$ cat src/rtl/pc_sequencer_pkg.sv
// Shared types and constants for the fetch-stage PC sequencer.
// State encoding, reset/exception vectors, next-PC source select.
package pc_sequencer_pkg;

  typedef enum logic [1:0] {
    ST_IDLE  = 2'd0,
    ST_FETCH = 2'd1,
    ST_VALID = 2'd2,
    ST_HALT  = 2'd3
  } state_t;

  typedef enum logic [1:0] {
    NPC_SEQ = 2'd0,
    NPC_BR  = 2'd1,
    NPC_JMP = 2'd2,
    NPC_JR  = 2'd3
  } npc_src_t;

  localparam logic [31:0] RESET_PC   = 32'h0000_3000;
  localparam logic [31:0] EXC_VECTOR = 32'h0000_4180;
  localparam logic [31:0] PC_STEP    = 32'd4;

  function automatic logic misaligned(input logic [31:0] a);
    return (a[1:0] != 2'b00);
  endfunction

endpackage

$ cat src/rtl/pc_sequencer_npc_select.sv
// Next-PC selection: priority mux jr > jmp > br_taken > PC+4.
// Ports: i_pc, redirect requests/targets in; o_npc, o_exc out.
// PC_ALIGN_CHECK_EN: misaligned redirect -> EXC_VECTOR, o_exc=1.
// Otherwise redirect targets are word-aligned by clearing bits[1:0].
module npc_select
  import pc_sequencer_pkg::*;
(
  input  logic [31:0] i_pc,
  input  logic        i_br_taken,
  input  logic [31:0] i_br_target,
  input  logic        i_jmp,
  input  logic [31:0] i_jmp_target,
  input  logic        i_jr,
  input  logic [31:0] i_jr_target,
  output logic [31:0] o_npc,
  output logic        o_exc
);

  npc_src_t    w_src;
  logic [31:0] w_tgt;
  logic [31:0] w_seq;

  // Wraps modulo 2^32 with no flag.
  assign w_seq = i_pc + PC_STEP;

  always_comb begin
    w_src = NPC_SEQ;
    w_tgt = w_seq;
    if (i_jr) begin
      w_src = NPC_JR;
      w_tgt = i_jr_target;
    end else if (i_jmp) begin
      w_src = NPC_JMP;
      w_tgt = i_jmp_target;
    end else if (i_br_taken) begin
      w_src = NPC_BR;
      w_tgt = i_br_target;
    end
  end

`ifdef PC_ALIGN_CHECK_EN
  // Sequential PC+4 is always aligned, so only redirects are checked.
  always_comb begin
    o_npc = w_tgt;
    o_exc = 1'b0;
    if (w_src != NPC_SEQ && misaligned(w_tgt)) begin
      o_npc = EXC_VECTOR;
      o_exc = 1'b1;
    end
  end
`else
  always_comb begin
    o_npc = w_tgt & ~32'h3;
    o_exc = 1'b0;
  end
`endif

endmodule

$ cat src/rtl/pc_sequencer.sv
// Fetch-stage controller owning the PC: imem req/ack handshake,
// instruction hand-off to decode, next-PC selection, halt.
// Ports: clk, reset (async high); imem_req/addr/ack/rdata;
// instr/instr_pc/instr_valid/dec_ready; br/jmp/jr redirects;
// halt/halted; exc_pulse. Optional macro: PC_ALIGN_CHECK_EN.
module pc_sequencer
  import pc_sequencer_pkg::*;
(
  input  logic        clk,
  input  logic        reset,
  output logic        imem_req,
  output logic [31:0] imem_addr,
  input  logic        imem_ack,
  input  logic [31:0] imem_rdata,
  output logic [31:0] instr,
  output logic [31:0] instr_pc,
  output logic        instr_valid,
  input  logic        dec_ready,
  input  logic        br_taken,
  input  logic [31:0] br_target,
  input  logic        jmp,
  input  logic [31:0] jmp_target,
  input  logic        jr,
  input  logic [31:0] jr_target,
  input  logic        halt,
  output logic        halted,
  output logic        exc_pulse
);

  state_t      r_state;
  state_t      w_next;
  logic [31:0] r_pc;
  logic [31:0] r_instr;
  logic [31:0] r_instr_pc;
  logic        r_exc;
  logic [31:0] w_npc;
  logic        w_exc;
  logic        w_take;
  logic        w_adv;
  logic        w_cap;

  npc_select u_npc (
    .i_pc         (r_pc),
    .i_br_taken   (br_taken),
    .i_br_target  (br_target),
    .i_jmp        (jmp),
    .i_jmp_target (jmp_target),
    .i_jr         (jr),
    .i_jr_target  (jr_target),
    .o_npc        (w_npc),
    .o_exc        (w_exc)
  );

  // Decode consumed the instruction; halt decides advance vs stop.
  assign w_take = (r_state == ST_VALID) && dec_ready;
  assign w_adv  = w_take && !halt;
  // Ack is only honoured while a request is outstanding.
  assign w_cap  = (r_state == ST_FETCH) && imem_ack;

  always_ff @(posedge clk or posedge reset) begin
    if (reset) r_state <= ST_IDLE;
    else       r_state <= w_next;
  end

  always_comb begin
    w_next = r_state;
    unique case (r_state)
      ST_IDLE:  w_next = ST_FETCH;
      ST_FETCH: if (imem_ack) w_next = ST_VALID;
      ST_VALID: begin
        if (dec_ready) w_next = halt ? ST_HALT : ST_FETCH;
      end
      ST_HALT:  w_next = ST_HALT;
      default:  w_next = ST_IDLE;
    endcase
  end

  always_comb begin
    imem_req    = 1'b0;
    instr_valid = 1'b0;
    halted      = 1'b0;
    unique case (r_state)
      ST_IDLE:  ;
      ST_FETCH: imem_req = 1'b1;
      ST_VALID: instr_valid = 1'b1;
      ST_HALT:  halted = 1'b1;
      default:  ;
    endcase
  end

  always_ff @(posedge clk or posedge reset) begin
    if (reset) begin
      r_pc       <= RESET_PC;
      r_instr    <= '0;
      r_instr_pc <= '0;
      r_exc      <= 1'b0;
    end else begin
      if (w_cap) begin
        r_instr    <= imem_rdata;
        r_instr_pc <= r_pc;
      end
      if (w_adv) r_pc <= w_npc;
      // High only during the FETCH cycle after the vector load.
      r_exc <= w_adv && w_exc;
    end
  end

  assign imem_addr = r_pc;
  assign instr     = r_instr;
  assign instr_pc  = r_instr_pc;
  assign exc_pulse = r_exc;

endmodule
$ cat config.mk
export PLATFORM = sky130hd
export DESIGN_NAME = pc_sequencer
export DESIGN_NICKNAME = d
export VERILOG_FILES = /design/src/rtl/pc_sequencer_pkg.sv /design/src/rtl/pc_sequencer_npc_select.sv /design/src/rtl/pc_sequencer.sv
export SDC_FILE = /design/constraint.sdc
export NUM_CORES = 1
export LEC_CHECK = 0
export BUFFER_PORTS_ARGS = -buffer_cell sky130_fd_sc_hd__clkbuf_2
export CORE_MARGIN = 4
export CORE_UTILIZATION = 50
export CTS_BUF_LIST = sky130_fd_sc_hd__clkbuf_2
export DETAILED_ROUTE_END_ITERATION = 6
export PLACE_DENSITY = 0.91
export SLEW_MARGIN = 15
export SYNTH_ARGS = -nofsm -noshare
export SYNTH_HDL_FRONTEND = slang
export SYNTH_HIERARCHICAL = 1
export SYNTH_SLANG_ARGS = --single-unit
$ cat constraint.sdc
create_clock -name clk -period 3.4 [get_ports clk]
set_input_delay 0 -clock clk [delete_from_list [all_inputs] [get_ports clk]]
set_output_delay 0 -clock clk [all_outputs]
set_load 0.05 [all_outputs]
# --- After elaboration in Yosys (flattened, before gate mapping) ---
# Index checks and enable logic that the tools add are counted.
totals:
  reg_bits: 94
  in_bits: 136
  out_inout_bits: 100
  word_cells: 26
op_classes:
  addsub: 1
  n_eq_ne: 5
  n_mux: 10
  reduce_logical: 6
ops:
  columns: ["op", "n"]
  rows:
  - ["two-way mux 32 bit", 3]
  - ["adder 32 x 3 -> 32 bit, second input constant", 1]
  - ["one-hot mux 2 bit (4 select lines)", 1]
  - ["two-way mux 2 bit", 3]
  - ["equality test 2 bit, second input constant", 2]
  - ["!= test 2 bit, second input constant", 2]
  - ["logical AND 1 bit", 3]
  - ["two-way mux 1 bit", 3]
  - ["equality test 2 x 1 -> 1 bit, second input constant", 1]
  - ["logical NOT 2 bit", 1]
  - ["AND reduction 2 bit", 1]
  - ["logical NOT 1 bit", 1]

# --- Longest topological paths before layout ---
depth:
  ltp_word: 4
  depth_mapped: 8
  ltp_nobuf: 7

# --- Modules after synthesis ---
# Netlist, hierarchy kept.
by_module_without_submodules:
  columns: ["module", "instances", "cells_each", "area_per_inst_um2", "seq_area_each_um2"]
  rows:
  - ["pc_sequencer", 1, 218, 4071.4, 2479.9]
  - ["npc_select", 1, 230, 1472.7, 0.0]

# --- Least setup slack after synthesis ---
# No wires, ideal clock.
synth_path:
  path_kind: "reg2reg"
  from: "reg r_pc[2] (netlist: imem_addr[2])"
  to: "reg r_pc[14] (netlist: imem_addr[14])"
  setup_ns: 0.125
  t_arrival_ns: 2.104
  required_ns: 3.275
  slack_ns: 1.171
  path_stages_with_launch: 8
  path_buffers: 0
  period_less_slack_ns: 2.229
  cell_sequence: "dfrtp_1 -> ha_1 -> nand3_2 -> or2_1 -> nor3_2 -> xnor2_1 -> o221ai_1 -> mux2_4"
synth_between:
  elab_chain_cells: 4
synth_lines:
  columns: ["element", "line_no", "rtl"]
  rows:
  - ["from (decl)", "pc_sequencer.sv:32", "logic [31:0] r_pc;"]
  - ["from (signal assigned)", "pc_sequencer.sv:102", "if (w_adv) r_pc <= w_npc;"]
  - ["adder 32 x 3 -> 32 bit", "pc_sequencer_npc_select.sv:24", "assign w_seq = i_pc + PC_STEP;"]
  - ["two-way mux 32 bit", "pc_sequencer_npc_select.sv:35", "end else if (i_br_taken) begin"]
  - ["two-way mux 32 bit", "pc_sequencer_npc_select.sv:32", "end else if (i_jmp) begin"]
  - ["two-way mux 32 bit", "pc_sequencer_npc_select.sv:29", "if (i_jr) begin"]
  - ["named net w_npc[14]", "pc_sequencer.sv:36", "logic [31:0] w_npc;"]
# The timed path passes the listed nets, and every way through them passes these cells.
# A chain may end at the register's enable or synchronous reset.

# --- Worst setup path in the final report ---
layout_path:
  from: "reg r_pc[2] (netlist: imem_addr[2])"
  to: "reg r_pc[24] (netlist: imem_addr[24])"
# The elaborated chain is that of the path after synthesis.

==> impl_metrics.ini <==
[outcome]
status = complete, no violations

[floorplanning]
dieArea_mm2 = 0.0128
die_height_um = 113
initial_core_util_pct = 51.1
die_x_um = 113
core.rowCount = 38
io_pins = 236
placeableCoreArea_mm2 = 0.0108

[timing]
hold_viol_final = 0
setup_violations = 0
fin_crit_sh_pct = 82.6
skew_ns = 0.0345
fmax_mhz = 356
tns_ns = 0
relSlewSlack_pct = 41.7
fin_crit_ns = 2.81
finalWorstSetupSlack_ns = 0.593
slew_violations = 0
rsz0062_at_grt = no
worst_pin_slew_ns = 0.874

[yosys]
ys_warn_count = 6
synth_ff_type = dfrtp_1
post_synth.cell_area_avg_um2 = 12.4
synth_xor_area_share_pct = 4.27
synth-edff-count = 0
synth_cells = 448
yosysSeqAreaShare_pct = 44.7
synth_compound_area_share_pct = 10.3
muxShareOfSynthArea_pct = 25.3
synth.distinct_cells = 56
synthAdderAreaFrac_pct = 0.226
synthSimpleGateAreaFrac_pct = 10.4
ys_ff_latch = 99
syn_area_mm2 = 0.00554
synthArstFlopShare_pct = 100
synth_top_family_by_area = multiplexers

[clock_network]
cts_sinks = 99
htreeDepth = 3
clk_latency_ns = 0.61
cts_tree = done
numCtsBuffers = 9
cts_resized = 0
cts-root-buf = clkbuf_2
clockBufferDepth = 2
clk_pin_slew_ns = 0.27

[routing]
drt_iter0_drc = 415
firstDrtPassIters = 5
drtAntennaViolNets = 0
via_count = 5069
via_per_inst = 5.51
post_drt_wl_per_cell_um = 19.4
drc_errors = 0
drt_wl_total_um = 17900

[global_routing]
grt_start_max_net_pins = 70
grt_overflow = 0
groute.usage.overall_pct = 28.0
grt_pass1_vias = 5555
antenna_found_initial = 0
grt_first_pass_wirelength_um = 28300

[run]
max_cap_violations = 0

[placement]
place_congestion = 0.822
place_area_mm2 = 0.00672
port_buffers = 229
dp_hpwl_um = 11500
place_ws_ns = 1.22
place_inst = 797

[power_and_ir_drop]
p_seq_share_pct = 38.0
ir_drop_v = 0.000626
p_leak_nw = 4.12
p_clk_share_pct = 12.5
combPwrFrac_pct = 49.6
powerDensity_mw_per_mm2 = 605
power.internal_mw = 2.49
p_sw_share_pct = 48.1
switchingPower_mw = 2.30

[finish]
final_nets = 912
layout-drive-gt1-share_pct = 47.2
diodes = 0
final_cell_mix = clkbuf_2, dlygate4sd3_1, dfrtp_1
syn_to_final_growth_pct = 42.7
post-route-util_pct = 73.0
instances_no_fill = 920
finalInstanceArea_mm2 = 0.00791
final_common_cell = clkbuf_2

[critical_path]
cp.arrival_ns = 3.31
cp_max_fo = 8
crit_start = imem_addr[2]
critPathKind = reg2reg
worstRegToRegCells = 8
critPathCaptureType = flip-flop
r2r_slack_ns = 0.59
worst_setup_path_start_kind = flip-flop
critical_path_required_ns = 3.91
reg2reg_from = imem_addr[2]

[worst_hold_path]
hold_class = in2async
## Yosys cell counts, types with 3 or more instances
library cell  number  area share [%]
buf_4              4            0.54
and3_1             4            0.45
xor2_1            18             2.8
buf_1              3            0.20
nand4_1            6            0.68
a21oi_1           21             1.9
buf_6              6             1.2
nand2_1           33             2.2
xnor2_1            9             1.4
mux2_2            18             3.7
o21ai_0           13             1.2
buf_2              4            0.36
nand3_2            3            0.54
nand4_2            3            0.68
dfrtp_1           97              44
nand3_1           10            0.90
buf_12             3             1.1
nor2b_1            5            0.56
a22oi_1           16             2.2
mux2i_1            3            0.54
mux2_4            78              21
inv_1              8            0.54
nor2_1            12            0.81
o22ai_1            7            0.79
clkbuf_1          10            0.68
o221ai_1          10             1.6
## logic make-up after synthesis
kind of cell | Yosys count
AO/OA/AOI/OAI | 84
multiplexers | 99
other | 1
adder cells (fa/ha/maj) | 1
buffers and inverters | 39
XOR/XNOR | 27
flip-flops | 99
AND/OR/NAND/NOR | 98
## repair_timing
action,in CTS,in global routing
endpoints found under the hold margin,132,0
setup endpoints to repair,0,0
hold buffers,107,0
buffers inserted,0,0
## layer usage
layer | vias to the layer above | part of all wire (%) | track usage (%)
met5 | - | 0 | 0
met4 | 0 | 3.5 | 11.9
met3 | 55 | 7.4 | 7.17
met2 | 273 | 52 | 50.4
met1 | 2462 | 37 | 31.5
li1 | 2279 | - | -
## metrics by stage
stage          total power [mW]  hold slack [ns]
6_report                   4.79            0.113
5_1_grt                    5.00           0.0875
4_1_cts                    4.78           0.0486
3_5_place_dp               4.06            0.231
3_3_place_gp               3.98            0.209
2_1_floorplan              3.47            0.134
## worst paths after layout
path,to
worst max register to register,imem_addr[24]
worst min-delay path,instr[10]
worst min register to register,instr[3]
max in group asynchronous,imem_addr[13]
worst max-delay path,imem_addr[24]
min in group clk,instr[16]
## power by group through the flow
stage          clock network (mW)  logic [mW]  registers (mW)
2_1_floorplan                   0       0.611            2.86
3_3_place_gp                    0        2.19            1.79
3_5_place_dp                    0        2.23            1.83
4_1_cts                     0.617        2.36            1.81
5_1_grt                     0.663        2.47            1.87
6_report                    0.597        2.37            1.82
## worst max-delay path, stage by stage (launching register included)
cell	delay (ns)
dfrtp_1	0.56
ha_1	0.25
nand3_2	0.16
nor2_2	0.43
nand4_1	0.17
xor2_1	0.20
o221ai_2	0.12
dlygate4sd3_1	0.57
mux2_4	0.26
## state kept, by name, summed over array words and instances, names as in the netlist
name and flops:
instr_pc 32, exc_pulse 1, r_state 2, instr 32, imem_addr 32
## area by class of cell
class,count,area [um^2]
Fill cell,706,2930
Multi-Input combinational cell,312,2810
Sequential cell,99,2480
Timing Repair Buffer,344,2290
Tap cell,140,175
Clock inverter,6,71.3
Clock buffer,10,50.0
Inverter,9,36.3
Note: power is estimated with default switching activity, not from simulation.
